--- src/rtl/axi_pkg.sv ---
// Shared AXI4 encodings and the burst-boundary constants.
// Also holds the read-DMA state type so every file agrees on it.
package axi_pkg;

  localparam logic [1:0] BURST_INCR = 2'b01;
  localparam logic [1:0] RESP_OKAY = 2'b00;
  localparam logic [3:0] CACHE_MODIFIABLE_BUFFERABLE = 4'b0011;

  localparam int BOUNDARY_4K = 4096;
  localparam int BOUNDARY_4K_LOG2 = 12;

  typedef enum logic [1:0] {
    IDLE,
    ADDR,
    DATA
  } dma_state_e;

  // A narrow address space has a smaller wrap than 4 KB.
  function automatic int bnd_log2(input int aw);
    return (aw < BOUNDARY_4K_LOG2) ? aw : BOUNDARY_4K_LOG2;
  endfunction

endpackage

--- src/rtl/axi_burst_split.sv ---
// Combinational INCR burst sizer: beats = min(rem, max, to boundary).
// In: addr (word aligned), rem. Out: arlen, beats, next_addr.
module axi_burst_split
  import axi_pkg::*;
#(
  parameter int ADDR_WIDTH    = 16,
  parameter int LEN_WIDTH     = 16,
  parameter int STRB_WIDTH    = 4,
  parameter int MAX_BURST_LEN = 16
) (
  input  logic [ADDR_WIDTH-1:0] addr,
  input  logic [LEN_WIDTH-1:0]  rem,
  output logic [7:0]            arlen,
  output logic [8:0]            beats,
  output logic [ADDR_WIDTH-1:0] next_addr
);

  localparam int BND_LOG2 = bnd_log2(ADDR_WIDTH);
  localparam int BND      = 1 << BND_LOG2;
  localparam int SIZE     = $clog2(STRB_WIDTH);

  logic [31:0] off;
  logic [31:0] to_bnd;
  logic [31:0] cnt;

  always_comb begin
    off    = 32'(addr) & 32'(BND - 1);
    to_bnd = (32'(BND) - off) >> SIZE;
    cnt    = 32'(rem);
    if (cnt > 32'(MAX_BURST_LEN)) cnt = 32'(MAX_BURST_LEN);
    if (cnt > to_bnd) cnt = to_bnd;
  end

  assign beats     = 9'(cnt);
  assign arlen     = 8'(cnt - 32'd1);
  assign next_addr = addr + ADDR_WIDTH'(cnt << SIZE);

endmodule

--- src/rtl/axi_rd_dma.sv ---
// Descriptor-driven AXI4 read DMA streaming words out on AXI-Stream.
// Ports: s_desc_* in, m_status_* out, m_axi_ar*/r* master, m_axis_* out.
module axi_rd_dma
  import axi_pkg::*;
#(
  parameter int DATA_WIDTH    = 32,
  parameter int ADDR_WIDTH    = 16,
  parameter int STRB_WIDTH    = DATA_WIDTH / 8,
  parameter int ID_WIDTH      = 8,
  parameter int AXI_ID        = 0,
  parameter int LEN_WIDTH     = 16,
  parameter int TAG_WIDTH     = 8,
  parameter int MAX_BURST_LEN = 16
) (
  input  logic                  clk,
  input  logic                  rst,
  input  logic [ADDR_WIDTH-1:0] s_desc_addr,
  input  logic [LEN_WIDTH-1:0]  s_desc_len,
  input  logic [TAG_WIDTH-1:0]  s_desc_tag,
  input  logic                  s_desc_valid,
  output logic                  s_desc_ready,
  output logic [TAG_WIDTH-1:0]  m_status_tag,
  output logic                  m_status_error,
  output logic                  m_status_valid,
  output logic [ID_WIDTH-1:0]   m_axi_arid,
  output logic [ADDR_WIDTH-1:0] m_axi_araddr,
  output logic [7:0]            m_axi_arlen,
  output logic [2:0]            m_axi_arsize,
  output logic [1:0]            m_axi_arburst,
  output logic                  m_axi_arlock,
  output logic [3:0]            m_axi_arcache,
  output logic [2:0]            m_axi_arprot,
  output logic                  m_axi_arvalid,
  input  logic                  m_axi_arready,
  input  logic [ID_WIDTH-1:0]   m_axi_rid,
  input  logic [DATA_WIDTH-1:0] m_axi_rdata,
  input  logic [1:0]            m_axi_rresp,
  input  logic                  m_axi_rlast,
  input  logic                  m_axi_rvalid,
  output logic                  m_axi_rready,
  output logic [DATA_WIDTH-1:0] m_axis_tdata,
  output logic                  m_axis_tlast,
  output logic                  m_axis_tvalid,
  input  logic                  m_axis_tready,
  output logic                  busy
);

  localparam int SIZE = $clog2(STRB_WIDTH);
  localparam logic [ADDR_WIDTH-1:0] ALIGN =
    ~ADDR_WIDTH'(STRB_WIDTH - 1);

  dma_state_e state_q, state_d;
  logic [ADDR_WIDTH-1:0] addr_q, addr_d;
  logic [LEN_WIDTH-1:0]  rem_q, rem_d;
  logic [TAG_WIDTH-1:0]  tag_q, tag_d;
  logic                  err_q, err_d;
  logic                  arvalid_q, arvalid_d;
  logic [ADDR_WIDTH-1:0] araddr_q, araddr_d;
  logic [7:0]            arlen_q, arlen_d;
  logic                  rdy_q, rdy_d;
  logic                  st_valid_q, st_valid_d;
  logic [TAG_WIDTH-1:0]  st_tag_q, st_tag_d;
  logic                  st_err_q, st_err_d;

  logic [ADDR_WIDTH-1:0] desc_addr_al;
  logic [ADDR_WIDTH-1:0] sp_addr;
  logic [LEN_WIDTH-1:0]  sp_rem;
  logic [7:0]            sp_arlen;
  logic [8:0]            sp_beats;
  logic [ADDR_WIDTH-1:0] sp_next;
  logic                  in_data;
  logic                  desc_fire;
  logic                  beat;
  logic                  beat_err;
  logic                  load;
  logic                  unused_rid;

  assign unused_rid = ^m_axi_rid;

  assign desc_addr_al = s_desc_addr & ALIGN;

  // First burst sizes straight from the descriptor; later ones
  // from the running address and remaining count.
  assign sp_addr = (state_q == IDLE) ? desc_addr_al : addr_q;
  assign sp_rem  = (state_q == IDLE) ? s_desc_len : rem_q;

  axi_burst_split #(
    .ADDR_WIDTH   (ADDR_WIDTH),
    .LEN_WIDTH    (LEN_WIDTH),
    .STRB_WIDTH   (STRB_WIDTH),
    .MAX_BURST_LEN(MAX_BURST_LEN)
  ) u_split (
    .addr     (sp_addr),
    .rem      (sp_rem),
    .arlen    (sp_arlen),
    .beats    (sp_beats),
    .next_addr(sp_next)
  );

  assign in_data   = (state_q == DATA);
  assign desc_fire = rdy_q && s_desc_valid;
  assign beat      = in_data && m_axi_rvalid && m_axis_tready;
  assign beat_err  = beat && (m_axi_rresp != RESP_OKAY);

  assign m_axi_arid    = ID_WIDTH'(AXI_ID);
  assign m_axi_araddr  = araddr_q;
  assign m_axi_arlen   = arlen_q;
  assign m_axi_arsize  = 3'(SIZE);
  assign m_axi_arburst = BURST_INCR;
  assign m_axi_arlock  = 1'b0;
  assign m_axi_arcache = CACHE_MODIFIABLE_BUFFERABLE;
  assign m_axi_arprot  = 3'b000;
  assign m_axi_arvalid = arvalid_q;

  assign m_axi_rready  = in_data && m_axis_tready;
  assign m_axis_tvalid = in_data && m_axi_rvalid;
  assign m_axis_tdata  = m_axi_rdata;
  assign m_axis_tlast  = in_data && m_axi_rlast && (rem_q == '0);

  assign s_desc_ready   = rdy_q;
  assign m_status_valid = st_valid_q;
  assign m_status_tag   = st_tag_q;
  assign m_status_error = st_err_q;
  assign busy           = (state_q != IDLE);

  always_comb begin
    state_d    = state_q;
    addr_d     = addr_q;
    rem_d      = rem_q;
    tag_d      = tag_q;
    err_d      = err_q;
    arvalid_d  = arvalid_q;
    araddr_d   = araddr_q;
    arlen_d    = arlen_q;
    rdy_d      = rdy_q;
    st_valid_d = 1'b0;
    st_tag_d   = st_tag_q;
    st_err_d   = st_err_q;
    load       = 1'b0;
    case (state_q)
      IDLE: begin
        rdy_d = 1'b1;
        if (desc_fire) begin
          tag_d = s_desc_tag;
          err_d = 1'b0;
          if (s_desc_len == '0) begin
            st_valid_d = 1'b1;
            st_tag_d   = s_desc_tag;
            st_err_d   = 1'b0;
          end else begin
            load    = 1'b1;
            state_d = ADDR;
            rdy_d   = 1'b0;
          end
        end
      end
      ADDR: begin
        if (m_axi_arready) begin
          arvalid_d = 1'b0;
          state_d   = DATA;
        end
      end
      DATA: begin
        if (beat_err) err_d = 1'b1;
        if (beat && m_axi_rlast) begin
          if (rem_q != '0) begin
            load    = 1'b1;
            state_d = ADDR;
          end else begin
            st_valid_d = 1'b1;
            st_tag_d   = tag_q;
            st_err_d   = err_q | beat_err;
            state_d    = IDLE;
            rdy_d      = 1'b1;
          end
        end
      end
      default: state_d = IDLE;
    endcase
    // AR payload is registered so it stays stable until arready.
    if (load) begin
      araddr_d  = sp_addr;
      arlen_d   = sp_arlen;
      arvalid_d = 1'b1;
      addr_d    = sp_next;
      rem_d     = sp_rem - LEN_WIDTH'(sp_beats);
    end
  end

  always_ff @(posedge clk) begin
    if (rst) begin
      state_q    <= IDLE;
      addr_q     <= '0;
      rem_q      <= '0;
      tag_q      <= '0;
      err_q      <= 1'b0;
      arvalid_q  <= 1'b0;
      araddr_q   <= '0;
      arlen_q    <= '0;
      rdy_q      <= 1'b0;
      st_valid_q <= 1'b0;
      st_tag_q   <= '0;
      st_err_q   <= 1'b0;
    end else begin
      state_q    <= state_d;
      addr_q     <= addr_d;
      rem_q      <= rem_d;
      tag_q      <= tag_d;
      err_q      <= err_d;
      arvalid_q  <= arvalid_d;
      araddr_q   <= araddr_d;
      arlen_q    <= arlen_d;
      rdy_q      <= rdy_d;
      st_valid_q <= st_valid_d;
      st_tag_q   <= st_tag_d;
      st_err_q   <= st_err_d;
    end
  end

endmodule

--- config.mk ---
export PLATFORM = sky130hd
export DESIGN_NAME = axi_rd_dma
export DESIGN_NICKNAME = d
export VERILOG_FILES = /design/src/rtl/axi_pkg.sv /design/src/rtl/axi_burst_split.sv /design/src/rtl/axi_rd_dma.sv
export SDC_FILE = /design/constraint.sdc
export NUM_CORES = 1
export LEC_CHECK = 0
export BUFFER_PORTS_ARGS = -buffer_cell sky130_fd_sc_hd__buf_2
export CAP_MARGIN = 25
export CORE_ASPECT_RATIO = 1.2
export CORE_UTILIZATION = 56
export DETAILED_ROUTE_END_ITERATION = 10
export GPL_ROUTABILITY_DRIVEN = 0
export PLACE_DENSITY = 0.86
export SKIP_LAST_GASP = 1
export SLEW_MARGIN = 20
export SYNTH_ARGS = -nofsm -noshare
export SYNTH_HDL_FRONTEND = slang
export SYNTH_HIERARCHICAL = 1
export SYNTH_SLANG_ARGS = --single-unit
--- constraint.sdc ---
create_clock -name clk -period 19.7 [get_ports clk]
set_input_delay 4.925 -clock clk [delete_from_list [all_inputs] [get_ports clk]]
set_output_delay 4.925 -clock clk [all_outputs]
set_load 0.02 [all_outputs]
==> results.sh, run 1 <==
export IMPL_core_area_sq_um=9960
export IMPL_multiInputGateArea_sq_um=3590
export IMPL_ios=182
export IMPL_antenna_left=0
export IMPL_tightestPinTransition_ps=888
export IMPL_irDropWorstVdd_mv=0.0366
export IMPL_status="finished clean"
export IMPL_row_count=40
export IMPL_io_buffers=86
export IMPL_critPathLaunchType="input port"
export IMPL_power_density_nw_per_um2=102
export IMPL_setup_viol=0
export IMPL_rsz0062_at_grt="false"
export IMPL_vias=5228
export IMPL_n_antenna_cell=0
export IMPL_viasPerCell=5.73
export IMPL_hold_violations=0
export IMPL_htreeDepth=3
export IMPL_grtUsageTotal_pct=25.2
export IMPL_cp_end_kind="flip-flop"
export IMPL_postCtsHoldBufs=0
export IMPL_clkSlewWorstSetupHoldPaths_ps=60
export IMPL_fillers=891
export IMPL_period_needed_ps=11660
export IMPL_first_iter_violations=311
export IMPL_post_cts_buffers=0
export IMPL_cellLeakagePower_nw=2.73
export IMPL_die_area_sq_um=10600
export IMPL_layout_common_cells="nand2_1 (122), buf_2 (86), dfxtp_1 (79), a21oi_1 (67), nor2_1 (64)"
export IMPL_drive_gt1_share_pct=18.3
export IMPL_grt_antenna_before_repair=0
export IMPL_die_h_microns=113
export IMPL_finalInstanceArea_sq_um=6160
export IMPL_drv_slew=0
export IMPL_grt_overflow=0
export IMPL_synth_cells=743
export IMPL_cpMaxStageDelayCell="nor4_1"
export IMPL_root_buffer="clkbuf_16"
export IMPL_ys_flop_type="dfxtp_1"
export IMPL_final_common_cell="nand2_1"
export IMPL_grt_pass1_wl_microns=21300
export IMPL_wirelength_microns=13300
export IMPL_path_max_fanout=14
export IMPL_critPathBufInv=1
export IMPL_maxClockFrequency_mhz=85.7
export IMPL_slowest_delay_ps=740
export IMPL_placed_cell_area_sq_um=5870
export IMPL_cts_buffers=9
export IMPL_grt_max_degree=92
export IMPL_seq_area_frac_synth_pct=27.6
export IMPL_drc=0
export IMPL_cts_max_path_buffers=2
export IMPL_crit_family="simple AND/OR/NAND/NOR gates"
export IMPL_die_w_microns=94.3
export IMPL_post_route_util_pct=61.8
export IMPL_relSlewSlack_pct=40.8
export IMPL_path_class="in -> reg"
export IMPL_drt_wirelength_per_cell_microns=14.5
export IMPL_initial_core_util_pct=57.5
export IMPL_cts_resized=0
export IMPL_post_route_period_util_pct=59.2
export IMPL_regArea_sq_um=1580
export IMPL_cts_sinks=79
export IMPL_critPathMostFrequentCell="a21oi_1"
export IMPL_dp_hpwl_microns=9510
export IMPL_ys_types=62
export IMPL_cp_required_ps=19960
export IMPL_total_power_mw=0.627
export IMPL_fin_setup_tns_ps=0
export IMPL_drtPass1Iterations=5
export IMPL_synth_seq_cells=79
export IMPL_maxCapViolCount=0
export IMPL_clk_latency_ps=340
export IMPL_syn_avg_cell_area_sq_um=7.71
export IMPL_yosys_warnings=6
export IMPL_finalNetCount=909
export IMPL_cts_tree="yes"
export IMPL_finClkSkew_ps=9.64
export IMPL_async_flop_share_pct=0
export IMPL_cp_arrival_ps=11930
export IMPL_synth_edff_count=0
export IMPL_netlist_area_sq_um=5730
export IMPL_hp_class="reg -> reg"
export IMPL_areaGrowthSynthToFinish_pct=7.49
export IMPL_crit_chain="buf_2 > mux2_2 > or4_1 > or4_1 > or3_1 > or4_4 > nand2_1 > ha_1 > nand3_1 > nor4_1 > a21o_1 > o21ai_0 > ha_1 > a21oi_1 > a21oi_1 > o311a_1 > o41ai_1 > o2111ai_1 > a21oi_1 > xnor2_1 > nand2_1 > a21oi_1"
export IMPL_grt_pass1_vias=4732
[Yosys cell counts (4+ instances only)]
library cell / instances / area, sq um
a21o_1: 18 / 135
a21oi_1: 67 / 335
and2_1: 7 / 43.8
and3_1: 4 / 25.0
buf_2: 13 / 65.1
buf_4: 56 / 420
clkbuf_1: 12 / 45.0
dfxtp_1: 79 / 1580
ha_1: 37 / 463
inv_1: 24 / 90.1
mux2_2: 25 / 282
mux2i_1: 7 / 70.1
nand2_1: 123 / 462
nand2b_1: 8 / 50.1
nand3_1: 12 / 60.1
nand3b_1: 6 / 45.0
nand4_1: 8 / 50.1
nor2_1: 64 / 240
nor2b_1: 4 / 25.0
nor3_1: 24 / 120
nor4_1: 11 / 68.8
o211ai_1: 5 / 37.5
o21ai_0: 14 / 70.1
o31ai_1: 4 / 30.0
or2_2: 4 / 25.0
or3_1: 8 / 50.1
or4_1: 7 / 52.6
xnor2_1: 23 / 201
xor2_1: 9 / 78.8
[cells by family (layout without fill, tap and decap cells)]
group	Yosys count	count (layout)	synth area share, %
AND/OR/NAND/NOR	302	302	25.0
AO/OA/AOI/OAI	144	144	15.9
buffers and inverters	112	129	11.5
flip-flops	79	79	27.6
adder cells (fa/ha/maj)	39	39	8.78
XOR/XNOR	32	32	4.89
multiplexers	32	32	6.14
other	3	29	0.196
[through the flow]
stage | std cells | setup WS, ps | hold slack [ps]
floorplan | 769 | 8710 | 427
global route | 912 | 7630 | 467
detailed placement | 895 | 7810 | 439
CTS | 911 | 8120 | 447
global placement | 895 | 7910 | 433
finish | 912 | 8040 | 446
[final timing paths]
path                            slack [ps]    endpoint  cells after the start      startpoint
worst max-delay path                  8040  addr_q[15]                     22  s_desc_addr[3]
worst min-delay path                   450   addr_q[1]                      2       addr_q[1]
worst max register to register       11610  addr_q[15]                     24      state_q[1]
worst min register to register         450   addr_q[1]                      2       addr_q[1]
[worst register-to-register path, cell delays in order, from the launching register on]
cell       delay [ps]
dfxtp_1           390
nor2_4            130
buf_4             420
inv_1             250
and2_1            280
or4_1             600
or4_1             550
or3_1             460
or4_4             470
nand2_1           110
ha_1              160
nand3_1           100
nor4_1            740
a21o_1            450
o21ai_0           400
ha_1              440
a21oi_1           220
a21oi_1           120
o311a_1           350
o41ai_1           570
o2111ai_1         250
a21oi_1           220
xnor2_1           130
nand2_1            60
a21oi_1           130
[final cells by class]
class	instances	area share, %
multi-input cells	578	58.3
clock buffers	10	3.72
inverters	24	1.46
repair buffers	89	7.56
clock inverters	6	0.731
well taps	126	2.56
flip-flops and latches	79	25.7
[state kept, by name, indices dropped and copies added (netlist names)]
name and count:
m_axi_arvalid 1, addr_q 16, err_q 1, m_axi_arlen 8
m_status_error 1, m_axi_araddr 16, state_q 2, tag_q 8
rem_q 16, s_desc_ready 1, m_status_valid 1, m_status_tag 8
[report_power, final]
group | leakage [nW] | internal (mW) | switching [mW]
registers | 0.643 | 0.178 | 0.0116
logic | 1.96 | 0.113 | 0.169
clock network | 0.125 | 0.0858 | 0.0700
total | 2.73 | 0.377 | 0.251
[metal layers]
layer	part of all wire (%)	track usage [%]
met1	43	30.1
met4	3.6	13.6
met2	49	42.1
met3	5.0	4.77
met5	0	0
Power figures use the tool's default switching activity.
==> inputs of run 2 (changes only) <==
ABC_AREA = 1   (was not set)
CORE_UTILIZATION = 48   (was 56)
PLACE_DENSITY = 0.77   (was 0.86)
clock period = 9.4 ns   (was 19.7 ns; I/O delays follow)
==> results.sh, run 2 <==
export IMPL_hold_violations=0
export IMPL_initial_core_util_pct=49.3
export IMPL_cts_tree="yes"
export IMPL_fillers=1301
export IMPL_grt_util_met3_pct=4.32
export IMPL_antenna_left=0
export IMPL_synth_area_leaders="dfxtp_1 (25%), nand2_1 (17%), ha_1 (7.5%)"
export IMPL_synth_common_cells="nand2_1 (279), nor2_1 (121), inv_1 (112)"
export IMPL_hp_class="reg -> reg"
export IMPL_post_route_period_util_pct=69.4
export IMPL_yosys_warnings=6
export IMPL_power_frac_clock_pct=31.9
export IMPL_synth_edff_count=0
export IMPL_cts_resized=0
export IMPL_drc=0
export IMPL_internal_power_mw=0.717
export IMPL_dp_hpwl_microns=10600
export IMPL_path_max_fanout=13
export IMPL_netlist_area_sq_um=6210
export IMPL_die_w_microns=106
export IMPL_cts_buffers=9
export IMPL_drtPass1Iterations=6
export IMPL_drt_wirelength_per_cell_microns=12.3
export IMPL_htreeDepth=3
export IMPL_maxCapViolCount=0
export IMPL_crit_start="s_desc_addr[3]"
export IMPL_cpMaxStageDelayCell="ha_1"
export IMPL_first_iter_violations=284
export IMPL_yosys_cell_count_top_type="nand2_1"
export IMPL_seqPwrFrac_pct=32.1
export IMPL_power_density_nw_per_um2=174
export IMPL_hp_start="m_axi_arlen[2]"
export IMPL_relSlewSlack_pct=33.5
export IMPL_reg2reg_depth=29
export IMPL_grt_pass1_vias=5346
export IMPL_fin_setup_tns_ps=0
export IMPL_drive_gt1_share_pct=14.1
export IMPL_ys_types=40
export IMPL_finalInstanceArea_sq_um=6710
export IMPL_grt_use_met2_pct=38.6
export IMPL_irDropWorstVdd_mv=0.0866
export IMPL_grtUsageTotal_pct=22.1
export IMPL_grt_pass1_wl_microns=24100
export IMPL_clk_latency_ps=340
export IMPL_wirelength_microns=14600
export IMPL_combPwrFrac_pct=36.0
export IMPL_io_buffers=86
export IMPL_syn_avg_cell_area_sq_um=6.34
export IMPL_ios=182
export IMPL_cp_required_ps=9670
export IMPL_post_cts_buffers=0
export IMPL_postCtsHoldBufs=0
export IMPL_holdPathEnd="m_axi_arlen[2]"
export IMPL_whs_ps=457
export IMPL_critPathMostFrequentCell="nand2_1"
export IMPL_cellLeakagePower_nw=3.59
export IMPL_die_h_microns=127
export IMPL_layout_common_cells="nand2_1 (279), nor2_1 (120), inv_1 (112), buf_2 (86), dfxtp_1 (79)"
export IMPL_placed_cell_area_sq_um=6390
export IMPL_synth_top_area_share_pct=25.5
export IMPL_core_area_sq_um=12600
export IMPL_root_buffer="clkbuf_16"
export IMPL_row_count=45
export IMPL_status="finished clean"
export IMPL_cts_sinks=79
export IMPL_seq_area_frac_synth_pct=25.5
export IMPL_rsz0062_at_grt="false"
export IMPL_die_area_sq_um=13400
export IMPL_busiest_layer="met2"
export IMPL_critPathLaunchType="input port"
export IMPL_slowest_delay_ps=380
export IMPL_grtUsageMet1_pct=27.2
export IMPL_period_needed_ps=6520
export IMPL_path_class="in -> reg"
export IMPL_clkSlewWorstSetupHoldPaths_ps=70
export IMPL_finClkSkew_ps=8.78
export IMPL_p_sw_share_pct=38.5
export IMPL_grt_overflow=0
export IMPL_synth_seq_cells=79
export IMPL_p_switching_mw=0.449
export IMPL_n_antenna_cell=0
export IMPL_setup_viol=0
export IMPL_hold_path_depth=2
export IMPL_yosysTopAreaCell="dfxtp_1"
export IMPL_cp_arrival_ps=6790
export IMPL_cp_end_kind="flip-flop"
export IMPL_maxClockFrequency_mhz=153
export IMPL_grt_max_degree=64
export IMPL_areaGrowthSynthToFinish_pct=7.96
export IMPL_viasPerCell=5.03
export IMPL_vias=5987
export IMPL_final_common_cell="nand2_1"
export IMPL_async_flop_share_pct=0
export IMPL_tightestPinTransition_ps=996
export IMPL_synth_cells=980
export IMPL_cts_max_path_buffers=2
export IMPL_reg2reg_from="state_q[1]"
export IMPL_reg2reg_to="addr_q[13]"
export IMPL_drv_slew=0
export IMPL_grt_antenna_before_repair=0
export IMPL_ys_flop_type="dfxtp_1"
export IMPL_reg2reg_slack_ps=3960
export IMPL_finalNetCount=1149
run 2: changes by cell type in the layout (fill, tap and decap cells not counted), moves of 16 or more:
cell / previous run / this run
nand2_1: 122 / 279
inv_1: 24 / 112
nand3_1: 12 / 44
nor3_1: 24 / 4
nor2_1: 64 / 120
mux2_2: 25 / 0
a21o_1: 18 / 0
o21ai_0: 14 / 50
xnor2_1: 23 / 7
run 2: kinds of logic after synthesis:
kind of cell | after synthesis | share of synthesized area (%)
flip-flops | 79 | 25.5
adder cells (fa/ha/maj) | 39 | 8.10
XOR/XNOR | 23 | 3.36
other | 3 | 0.181
multiplexers | 12 | 1.93
AO/OA/AOI/OAI | 127 | 10.5
buffers and inverters | 203 | 16.5
AND/OR/NAND/NOR | 494 | 34.1
run 2: power groups by stage:
stage	clock network [mW]	logic, mW	registers, mW
after floorplan	0	0.346	0.389
after global placement	0	0.406	0.381
after detailed placement	0	0.412	0.382
after CTS	0.378	0.416	0.374
after global routing	0.395	0.472	0.377
final	0.372	0.420	0.374
run 2: metal layers:
metal,part of all wire [%],vias to the layer above
met5,0,-
met2,48,210
met3,6.1,23
met4,1.4,0
met1,44,2690
li1,-,3064
run 2: worst max path at each step:
stage                     depth (start not counted)          to  slack (ps)
after floorplan                                  29  addr_q[13]        3370
after global placement                           29  addr_q[13]        2740
after detailed placement                         28  addr_q[13]        2690
after CTS                                        29  addr_q[13]        2960
after global routing                             29  addr_q[13]        2500
final                                            29  addr_q[13]        2880
run 2: critical path, delay by kind of cell:
kind                       cells  cell delay, ps
AOI/OAI and AO/OA              4             710
xor gates and xnor gates       1             150
adders and majority gates      2             560
buffers and inverters          4             420
muxes                          1             120
and+or+nand+nor               17            2450
run 2: final cells by class:
class | instances | area (sq um) | share of cell area [%]
Inverter | 119 | 447 | 6.66
Sequential cell | 79 | 1580 | 23.6
Tap cell | 164 | 205 | 3.06
Multi-Input combinational cell | 724 | 3710 | 55.4
Clock inverter | 7 | 88.8 | 1.32
Timing Repair Buffer | 88 | 445 | 6.64
Clock buffer | 9 | 225 | 3.36
run 2: per-stage QoR:
| step | utilization, % | cells | power, mW | worst slack (ps) |
|---|---|---|---|---|
| floorplan | - | 1006 | 0.735 | 3370 |
| global placement | 50.7 | 1174 | 0.787 | 2740 |
| detailed placement | 50.7 | 1174 | 0.793 | 2690 |
| CTS | 53.2 | 1190 | 1.17 | 2960 |
| global route | 53.2 | 1190 | 1.24 | 2500 |
| finish | 53.2 | 1190 | 1.17 | 2880 |
==> inputs of run 3 (changes only) <==
CORE_UTILIZATION = 53   (was 48)
PLACE_DENSITY = 0.81   (was 0.77)
clock period = 6.3 ns   (was 9.4 ns; I/O delays follow)
==> results.sh, run 3 (synthesis results as in run 2) <==
export IMPL_core_area_sq_um=11200
export IMPL_maxClockFrequency_mhz=174
export IMPL_drtPass1Iterations=4
export IMPL_reg2reg_depth=29
export IMPL_grtUsageTotal_pct=25.3
export IMPL_dp_hpwl_microns=10700
export IMPL_tightestPinTransition_ps=861
export IMPL_reg2reg_from="state_q[1]"
export IMPL_cp_required_ps=6570
export IMPL_cp_end_kind="flip-flop"
export IMPL_p_sw_share_pct=36.1
export IMPL_cp_arrival_ps=6010
export IMPL_status="finished clean"
export IMPL_grt_antenna_before_repair=0
export IMPL_postCtsHoldBufs=0
export IMPL_die_area_sq_um=12200
export IMPL_grt_pass1_wl_microns=24600
export IMPL_drc=0
export IMPL_io_buffers=86
export IMPL_relSlewSlack_pct=42.6
export IMPL_reg2reg_to="addr_q[13]"
export IMPL_path_class="in -> reg"
export IMPL_cts_buffers=9
export IMPL_critPathLaunchType="input port"
export IMPL_wirelength_microns=14600
export IMPL_ios=182
export IMPL_row_count=42
export IMPL_n_antenna_cell=0
export IMPL_cts_max_path_buffers=2
export IMPL_grt_overflow=0
export IMPL_setup_viol=0
export IMPL_power_frac_clock_pct=32.6
export IMPL_cellLeakagePower_nw=3.61
export IMPL_critPathMostFrequentCell="nand2_1"
export IMPL_internal_power_mw=1.13
export IMPL_antenna_left=0
export IMPL_hold_violations=0
export IMPL_grt_max_degree=64
export IMPL_reg2reg_slack_ps=800
export IMPL_die_h_microns=121
export IMPL_clkSlewWorstSetupHoldPaths_ps=60
export IMPL_final_common_cell="nand2_1"
export IMPL_first_iter_violations=202
export IMPL_rsz0062_at_grt="false"
export IMPL_path_max_fanout=13
export IMPL_irDropWorstVdd_mv=0.122
export IMPL_vias=5854
export IMPL_viasPerCell=4.95
export IMPL_crit_path_end="addr_q[13]"
export IMPL_seqPwrFrac_pct=31.7
export IMPL_cts_tree="yes"
export IMPL_slowest_delay_ps=390
export IMPL_period_needed_ps=5740
export IMPL_hp_class="reg -> reg"
export IMPL_combPwrFrac_pct=35.7
export IMPL_drt_wirelength_per_cell_microns=12.3
export IMPL_root_buffer="clkbuf_16"
export IMPL_dp_cells=1166
export IMPL_areaGrowthSynthToFinish_pct=8.42
export IMPL_finClkSkew_ps=6.42
export IMPL_cts_resized=0
export IMPL_post_cts_buffers=0
export IMPL_grt_pass1_vias=5471
export IMPL_drv_slew=0
export IMPL_fin_cells=1183
export IMPL_finalNetCount=1152
export IMPL_crit_start="s_desc_addr[3]"
export IMPL_power_density_nw_per_um2=262
export IMPL_die_w_microns=101
export IMPL_layout_common_cells="nand2_1 (279), nor2_1 (120), inv_1 (112), buf_2 (86), dfxtp_1 (79)"
export IMPL_initial_core_util_pct=55.2
export IMPL_fin_setup_tns_ps=0
export IMPL_cpMaxStageDelayCell="o21ai_0"
export IMPL_clk_latency_ps=340
export IMPL_drive_gt1_share_pct=14.2
export IMPL_post_route_period_util_pct=91.1
export IMPL_htreeDepth=3
export IMPL_cts_sinks=79
export IMPL_p_switching_mw=0.636
export IMPL_maxCapViolCount=0
## run 3: cell types whose count changed in the layout (fill, tap and decap cells not counted), sizes merged
cell / before / now
buf: 88 / 91
bufinv: 1 / 2
clkbuf: 9 / 13
clkinv: 5 / 4
clkinvlp: 1 / 0
inv: 119 / 116
## run 3: area by class of cell
class	instances	area, sq um
tap	154	193
sequential	79	1580
fill	1116	4510
multi-input combinational	724	3710
clock buffer	13	260
inverter	119	447
timing repair buffer	91	475
clock inverter	3	65.1
## run 3: metrics by stage
stage	hold slack (ps)	utilization, %	power, mW	setup WS (ps)	area [sq um]
global route	475	59.9	1.88	19.8	6740
CTS	458	59.8	1.76	637	6720
finish	458	59.9	1.76	563	6740
floorplan	438	-	1.10	1040	6310
global placement	445	56.9	1.17	410	6390
detailed placement	450	56.9	1.18	343	6390
## run 3: power by group through the flow
| stage | sequential (mW) | clock (mW) | combinational (mW) |
|---|---|---|---|
| after floorplan | 0.580 | 0 | 0.516 |
| after global placement | 0.568 | 0 | 0.604 |
| after detailed placement | 0.570 | 0 | 0.612 |
| after CTS | 0.559 | 0.582 | 0.623 |
| after global routing | 0.564 | 0.603 | 0.712 |
| final | 0.559 | 0.574 | 0.629 |
## run 3: worst min path at each step
stage	startpoint	to	slack, ps	cells past startpoint
final	m_axi_arlen[7]	m_axi_arlen[7]	460	2
after global routing	m_axi_arlen[7]	m_axi_arlen[7]	470	2
after CTS	m_axi_araddr[7]	m_axi_araddr[7]	460	2
after detailed placement	m_axi_araddr[12]	m_axi_araddr[12]	450	2
after global placement	m_axi_araddr[12]	m_axi_araddr[12]	440	2
after floorplan	addr_q[2]	addr_q[2]	440	2
## run 3: critical path: cells and delay by family
family                     cells  cell delay [ps]
AOI/OAI and AO/OA              3              670
adders and majority gates      2              440
xor gates and xnor gates       1              150
and+or+nand+nor               19             2660
buffers and inverters          3              360
muxes                          1              120
## run 3: metal layers
layer | track usage (%) | vias to the layer above | wire [microns]
met5 | 0 | - | 0
met4 | 11.2 | 0 | 409
met3 | 5.14 | 26 | 794
met2 | 45.6 | 165 | 7270
met1 | 28.3 | 2604 | 6120
li1 | - | 3059 | -
